===== src/rtl/clk_div_multi_if.sv =====
// Control and status bundle for the multi-channel clock divider.
// The master side drives enables, factors, load strobes and sync_clear.
interface clk_div_multi_if #(
  parameter int WIDTH    = 32,
  parameter int CHANNELS = 2
);
  logic [CHANNELS-1:0]       enable;
  logic [CHANNELS*WIDTH-1:0] div_factor;
  logic [CHANNELS-1:0]       load;
  logic                      sync_clear;
  logic [CHANNELS-1:0]       clk_out;
  logic [CHANNELS-1:0]       tick;
  logic [CHANNELS-1:0]       busy;

  modport master (
    output enable, div_factor, load, sync_clear,
    input  clk_out, tick, busy
  );

  modport slave (
    input  enable, div_factor, load, sync_clear,
    output clk_out, tick, busy
  );
endinterface


===== src/rtl/clk_div_multi.sv =====
// CHANNELS independent 50%-duty dividers (period 2*N) with a tick on every edge,
// glitch-free factor reload at half-period boundaries and a common sync_clear.

module clk_div_lane #(
  parameter int WIDTH     = 32,
  parameter int RESET_DIV = 1
) (
  input  logic             clk_50,
  input  logic             reset,
  input  logic             enable,
  input  logic             load,
  input  logic             sync_clear,
  input  logic [WIDTH-1:0] div_factor,
  output logic             clk_out,
  output logic             tick,
  output logic             busy
);
  localparam logic [WIDTH-1:0] ONE     = WIDTH'(1);
  localparam logic [WIDTH-1:0] RST_DIV = WIDTH'(RESET_DIV);

  logic [WIDTH-1:0] count_q, count_d;
  logic [WIDTH-1:0] active_q, active_d;
  logic [WIDTH-1:0] shadow_q, shadow_d;
  logic             pending_q, pending_d;
  logic             clk_out_q, clk_out_d;
  logic             tick_q, tick_d;
  logic [WIDTH-1:0] fac;
  logic             term;

  // active_q never drops below 1, so active_q-1 cannot wrap
  always_comb begin
    fac  = (div_factor == '0) ? ONE : div_factor;
    term = enable && (count_q >= active_q - ONE);
  end

  always_comb begin
    count_d   = count_q;
    active_d  = active_q;
    shadow_d  = shadow_q;
    pending_d = pending_q;
    clk_out_d = clk_out_q;
    tick_d    = 1'b0;

    if (load) shadow_d = fac;

    if (sync_clear) begin
      count_d   = '0;
      clk_out_d = 1'b0;
      pending_d = 1'b0;
      if (load)           active_d = fac;
      else if (pending_q) active_d = shadow_q;
    end else if (term) begin
      count_d   = '0;
      clk_out_d = ~clk_out_q;
      tick_d    = 1'b1;
      pending_d = 1'b0;
      if (load)           active_d = fac;
      else if (pending_q) active_d = shadow_q;
    end else if (enable) begin
      // mid half-period: new factor waits for the next boundary
      count_d = count_q + ONE;
      if (load) pending_d = 1'b1;
    end else if (load) begin
      active_d  = fac;
      pending_d = 1'b0;
    end
  end

  always_ff @(posedge clk_50 or posedge reset) begin
    if (reset) begin
      count_q   <= '0;
      active_q  <= RST_DIV;
      shadow_q  <= RST_DIV;
      pending_q <= 1'b0;
      clk_out_q <= 1'b0;
      tick_q    <= 1'b0;
    end else begin
      count_q   <= count_d;
      active_q  <= active_d;
      shadow_q  <= shadow_d;
      pending_q <= pending_d;
      clk_out_q <= clk_out_d;
      tick_q    <= tick_d;
    end
  end

  assign clk_out = clk_out_q;
  assign tick    = tick_q;
  assign busy    = pending_q;
endmodule

module clk_div_multi #(
  parameter int WIDTH     = 32,
  parameter int CHANNELS  = 2,
  parameter int RESET_DIV = 1
) (
  input logic             clk_50,
  input logic             reset,
  clk_div_multi_if.slave  bus
);
  logic [CHANNELS-1:0] clk_out_w;
  logic [CHANNELS-1:0] tick_w;
  logic [CHANNELS-1:0] busy_w;

  for (genvar c = 0; c < CHANNELS; c++) begin : g_lane
    clk_div_lane #(
      .WIDTH     (WIDTH),
      .RESET_DIV (RESET_DIV)
    ) u_lane (
      .clk_50     (clk_50),
      .reset      (reset),
      .enable     (bus.enable[c]),
      .load       (bus.load[c]),
      .sync_clear (bus.sync_clear),
      .div_factor (bus.div_factor[c*WIDTH +: WIDTH]),
      .clk_out    (clk_out_w[c]),
      .tick       (tick_w[c]),
      .busy       (busy_w[c])
    );
  end

  assign bus.clk_out = clk_out_w;
  assign bus.tick    = tick_w;
  assign bus.busy    = busy_w;
endmodule


===== src/flat_wrapper.sv =====
// flat-port wrapper written by rule: the top's interface ports become plain ports
module clk_div_multi_flat 
#(
  parameter int WIDTH     = 32,
  parameter int CHANNELS  = 2,
  parameter int RESET_DIV = 1
)
  (clk_50, reset, bus_enable, bus_div_factor, bus_load, bus_sync_clear, bus_clk_out, bus_tick, bus_busy);
  clk_div_multi_if #(.WIDTH(WIDTH), .CHANNELS(CHANNELS)) bus_i ();
  input logic clk_50;
  input logic reset;
  input wire logic [$bits(bus_i.enable)-1:0] bus_enable;
  input wire logic [$bits(bus_i.div_factor)-1:0] bus_div_factor;
  input wire logic [$bits(bus_i.load)-1:0] bus_load;
  input wire logic [$bits(bus_i.sync_clear)-1:0] bus_sync_clear;
  output wire logic [$bits(bus_i.clk_out)-1:0] bus_clk_out;
  output wire logic [$bits(bus_i.tick)-1:0] bus_tick;
  output wire logic [$bits(bus_i.busy)-1:0] bus_busy;
  assign bus_i.enable = bus_enable;
  assign bus_i.div_factor = bus_div_factor;
  assign bus_i.load = bus_load;
  assign bus_i.sync_clear = bus_sync_clear;
  assign bus_clk_out = bus_i.clk_out;
  assign bus_tick = bus_i.tick;
  assign bus_busy = bus_i.busy;
  clk_div_multi #(.WIDTH(WIDTH), .CHANNELS(CHANNELS), .RESET_DIV(RESET_DIV)) u_core (.clk_50(clk_50), .reset(reset), .bus(bus_i));
endmodule

===== config.mk =====
export PLATFORM = sky130hd
export DESIGN_NAME = clk_div_multi_flat
export DESIGN_NICKNAME = d
export VERILOG_FILES = /design/src/rtl/clk_div_multi_if.sv /design/src/rtl/clk_div_multi.sv /design/src/flat_wrapper.sv
export SDC_FILE = /design/constraint.sdc
export NUM_CORES = 1
export LEC_CHECK = 0
export ABC_AREA = 1
export BUFFER_PORTS_ARGS = -buffer_cell sky130_fd_sc_hd__buf_2
export CAP_MARGIN = 20
export CORE_MARGIN = 1.5
export CORE_UTILIZATION = 60
export DETAILED_ROUTE_END_ITERATION = 6
export GPL_TIMING_DRIVEN = 0
export PLACE_DENSITY = 0.78
export SETUP_SLACK_MARGIN = 0.3
export SYNTH_ARGS = -nofsm -noshare
export SYNTH_HDL_FRONTEND = slang
export SYNTH_SLANG_ARGS = --single-unit

===== constraint.sdc =====
create_clock -name clk_50 -period 6.8 [get_ports clk_50]
set_input_delay 0.34 -clock clk_50 [delete_from_list [all_inputs] [get_ports clk_50]]
set_output_delay 0.34 -clock clk_50 [all_outputs]
set_load 0.02 [all_outputs]

==> results by group <==
STA
  • Worst Skew: 21.45 ps
  • Unrepaired setup endpoints after global routing: no
  • Period utilization: 0.5857
  • Hold Violations, Final: 0
  • # setup viols final: 0
  • Tmin final: 3983 ps
  • Final setup margin: 2817 ps
  • Relative max-transition margin: 0.4598
  • Measured slew at the worst slew-check pin: 807.3 ps
  • Max frequency: 251.1 MHz
  • Max Slew Vio Count: 0

Critical path
  • Worst path arrival time: 4320 ps
  • WS Path Type: flip-flop to flip-flop
  • Critical path's largest stage delay: 490 ps
  • Critical-path top delay cell: clkbuf_1
  • CP max FO: 10
  • CP cell instances: inv_1 -> ha_1 -> inv_1 -> nor2_2 -> nand2_1 -> inv_1 -> nand2_1 -> nor2_1 -> nand3_1 -> nor3_2 -> nand3_1 -> xor2_1 -> ha_1 -> nand2_1 -> nor2_1 -> nand2_1 -> inv_1 -> a21oi_1 -> nand2_1 -> nand2_2 -> clkbuf_1 -> nand3_1 -> nand3_1 -> nand2_1
  • CP Data Required Time: 7130 ps
  • Endpoint class of the critical path: flip-flop
  • Most frequent CP cell: nand2_1
  • Setup crit start kind: flip-flop

Yosys
  • YS warnings: 0
  • Synth Register Bits: 198
  • Syn Area/Cell: 7.084 µm²
  • Post-synth EDFFs: 0
  • Mapped Area: 14520 µm²
  • Top_reg_cell synth: dfrtp_1
  • Seq/Total Area, Yosys: 0.3415
  • Syn Nets: 2189
  • FFs w/ async S/R, synth: 1.000
  • Synth Instances: 2050
  • Synth unique cells: 50

Floorplan
  • Std cell rows: 56
  • Boundary pin count: 77
  • Die H: 158.6 µm
  • Die area: 25150 µm²
  • Initial Util: 0.6150
  • Die Span X: 158.6 µm
  • Core area: 23610 µm²

Clocking
  • Worst-case clock buffer depth: 2
  • Clock root cell: clkbuf_16
  • Clk sinks: 198
  • Clock H-tree levels: 4
  • CTS tree: yes
  • Clock slew at reported path FFs: 90 ps
  • Clk_lat worst skew: 460 ps
  • TritonCTS buffer count: 17
  • Post-CTS Setup Bufs: 0

Finish
  • Total Nets Final: 2284
  • Area growth syn-to-layout: 9.796%
  • Commonest cells after routing, fill and taps aside: 529 x nand2_1, 247 x inv_1, 194 x dfrtp_1
  • Most common cell after layout, fill and taps aside: nand2_1
  • Multi-input logic area: 8174 µm²
  • # fillers: 2096
  • Finished Cell Area: 15950 µm²
  • Finished Layout Cells: 2478
  • Layout cells sized above 1: 0.09685
  • Register Area: 4960 µm²

Placement
  • DP Area: 15330 µm²
  • IO Port Bufs: 74
  • Detail Placement HPWL: 31940 µm
  • Routability Congestion: 0.9371
  • Placed cells: 2444
  • DP Worst Slack: 2928 ps

Hold path
  • Hold WC Path Type: primary input to flip-flop

Power
  • Gate power share: 0.235
  • Net switching fraction of the power: 0.3584
  • Seq pwr share: 0.432
  • Overall Power: 3234 µW
  • Max VDD drop: 0.0001269 V
  • Clock power frac: 0.333
  • Cell area power density: 202.8 nW/µm²
  • Internal Pwr Total: 2075 µW
  • Leak Pwr: 0.007942 µW
  • P_sw: 1159 µW

Detailed routing
  • WL final: 42780 µm
  • Via count: 14280
  • # DRC: 0
  • Drt pass-1 iters: 6
  • Avg WL per Cell: 17.26 µm
  • ANT nets after route: 0
  • Vias per cell: 5.762
  • Initial DRC Count: 1277

Global routing
  • Pin count of the biggest net entering global routing: 126
  • Vias in the first global route: 13470
  • Total grt overflow: 0
  • GRT Resource Usage Total: 0.3480
  • Initial antenna violation count: 2
  • First-pass GRT wire length: 67440 µm

Status
  • Status: finished, final reports clean

Flow run
  • Number of max-cap violations: 0
cells by family after synthesis:
family | synth area share
DFF | 0.3415
and+or+nand+nor | 0.3140
buffers and inverters | 0.09563
AOI/OAI and AO/OA | 0.1270
adders and majority gates | 0.05859
xor gates and xnor gates | 0.06332
power groups by stage:
stage               logic (µW)  clock network [µW]  registers (µW)
global placement           722                   0            1410
global route               863                1130            1400
CTS                        755                1080            1390
detailed placement         749                   0            1410
finish                     760                1080            1400
floorplan                  548                   0            1370
final cells by class:
class,instances,share of cell area
tap,319,0.02503
sequential,198,0.3110
clock inverter,15,0.01130
multi-input combinational,1507,0.5126
inverter,255,0.06050
buffer,90,0.02707
clock buffer,17,0.02668
antenna,1,0.0001569
timing repair buffer,76,0.02558
flip-flops by register name, indices dropped and copies added (netlist names):
name	flops
u_core.g_lane.u_lane.active_q	64
u_core.g_lane.u_lane.clk_out	2
u_core.g_lane.u_lane.shadow_q	64
u_core.g_lane.u_lane.count_q	64
u_core.g_lane.u_lane.tick	2
u_core.g_lane.u_lane.busy	2
per-layer routing:
layer	wire length, µm	GRT usage	share of wire
met5	7	0	0.00016
met4	2427	0.1967	0.057
met3	3015	0.05797	0.070
met2	20910	0.6055	0.49
met1	16410	0.4066	0.38
worst max-delay path: cells and delay by family (launching register included):
kind                       cells  cell delay, ps
adders and majority gates      2             480
AOI/OAI and AO/OA              1             150
and+or+nand+nor               15            1850
DFF                            1             390
buffers and inverters          5             810
xor gates and xnor gates       1             160
worst paths after layout:
path / from / to / slack [ps] / cells after the start
max in group asynchronous: reset / u_core.g_lane[0].u_lane.active_q[30] / 5280 / 4
worst min register to register: u_core.g_lane[0].u_lane.shadow_q[5] / u_core.g_lane[0].u_lane.shadow_q[5] / 480 / 2
worst max-delay path: u_core.g_lane[1].u_lane.active_q[0] / u_core.g_lane[1].u_lane.active_q[18] / 2820 / 24
worst min-delay path: bus_div_factor[18] / u_core.g_lane[0].u_lane.shadow_q[18] / 110 / 3
min in group asynchronous: reset / u_core.g_lane[1].u_lane.count_q[4] / 510 / 3
worst max register to register: u_core.g_lane[1].u_lane.active_q[0] / u_core.g_lane[1].u_lane.active_q[18] / 2820 / 24
what timing repair did:
item | 4_1_cts | 5_1_grt
gates resized for setup | 0 | 0
hold buffers | 1 | 0
endpoints found under the hold margin | 73 | 0
synthesized netlist by cell type, drive strengths merged, types with 25 or more instances:
library cell | count | area, µm²
nand3 | 150 | 783.3
o211ai | 33 | 247.7
nand2 | 541 | 2066
a21oi | 53 | 269.0
nor3 | 43 | 261.5
nand4 | 33 | 255.2
inv | 254 | 953.4
dfrtp | 194 | 4855
buf | 41 | 247.7
clkbuf | 49 | 183.9
or2 | 31 | 193.9
ha | 68 | 850.8
o22ai | 25 | 156.4
o21ai | 153 | 784.5
xor2 | 100 | 875.8
nor2 | 197 | 837.1
metrics by stage:
step	utilization	hold slack [ps]	TNS [ps]
finish	0.6753	114.2	0
global route	0.6752	128.9	0
CTS	0.6752	116.0	0
detailed placement	0.6491	458.0	0
global placement	0.6476	453.1	-274170
floorplan	-	440.8	0
(Power assumes the default switching activity.)
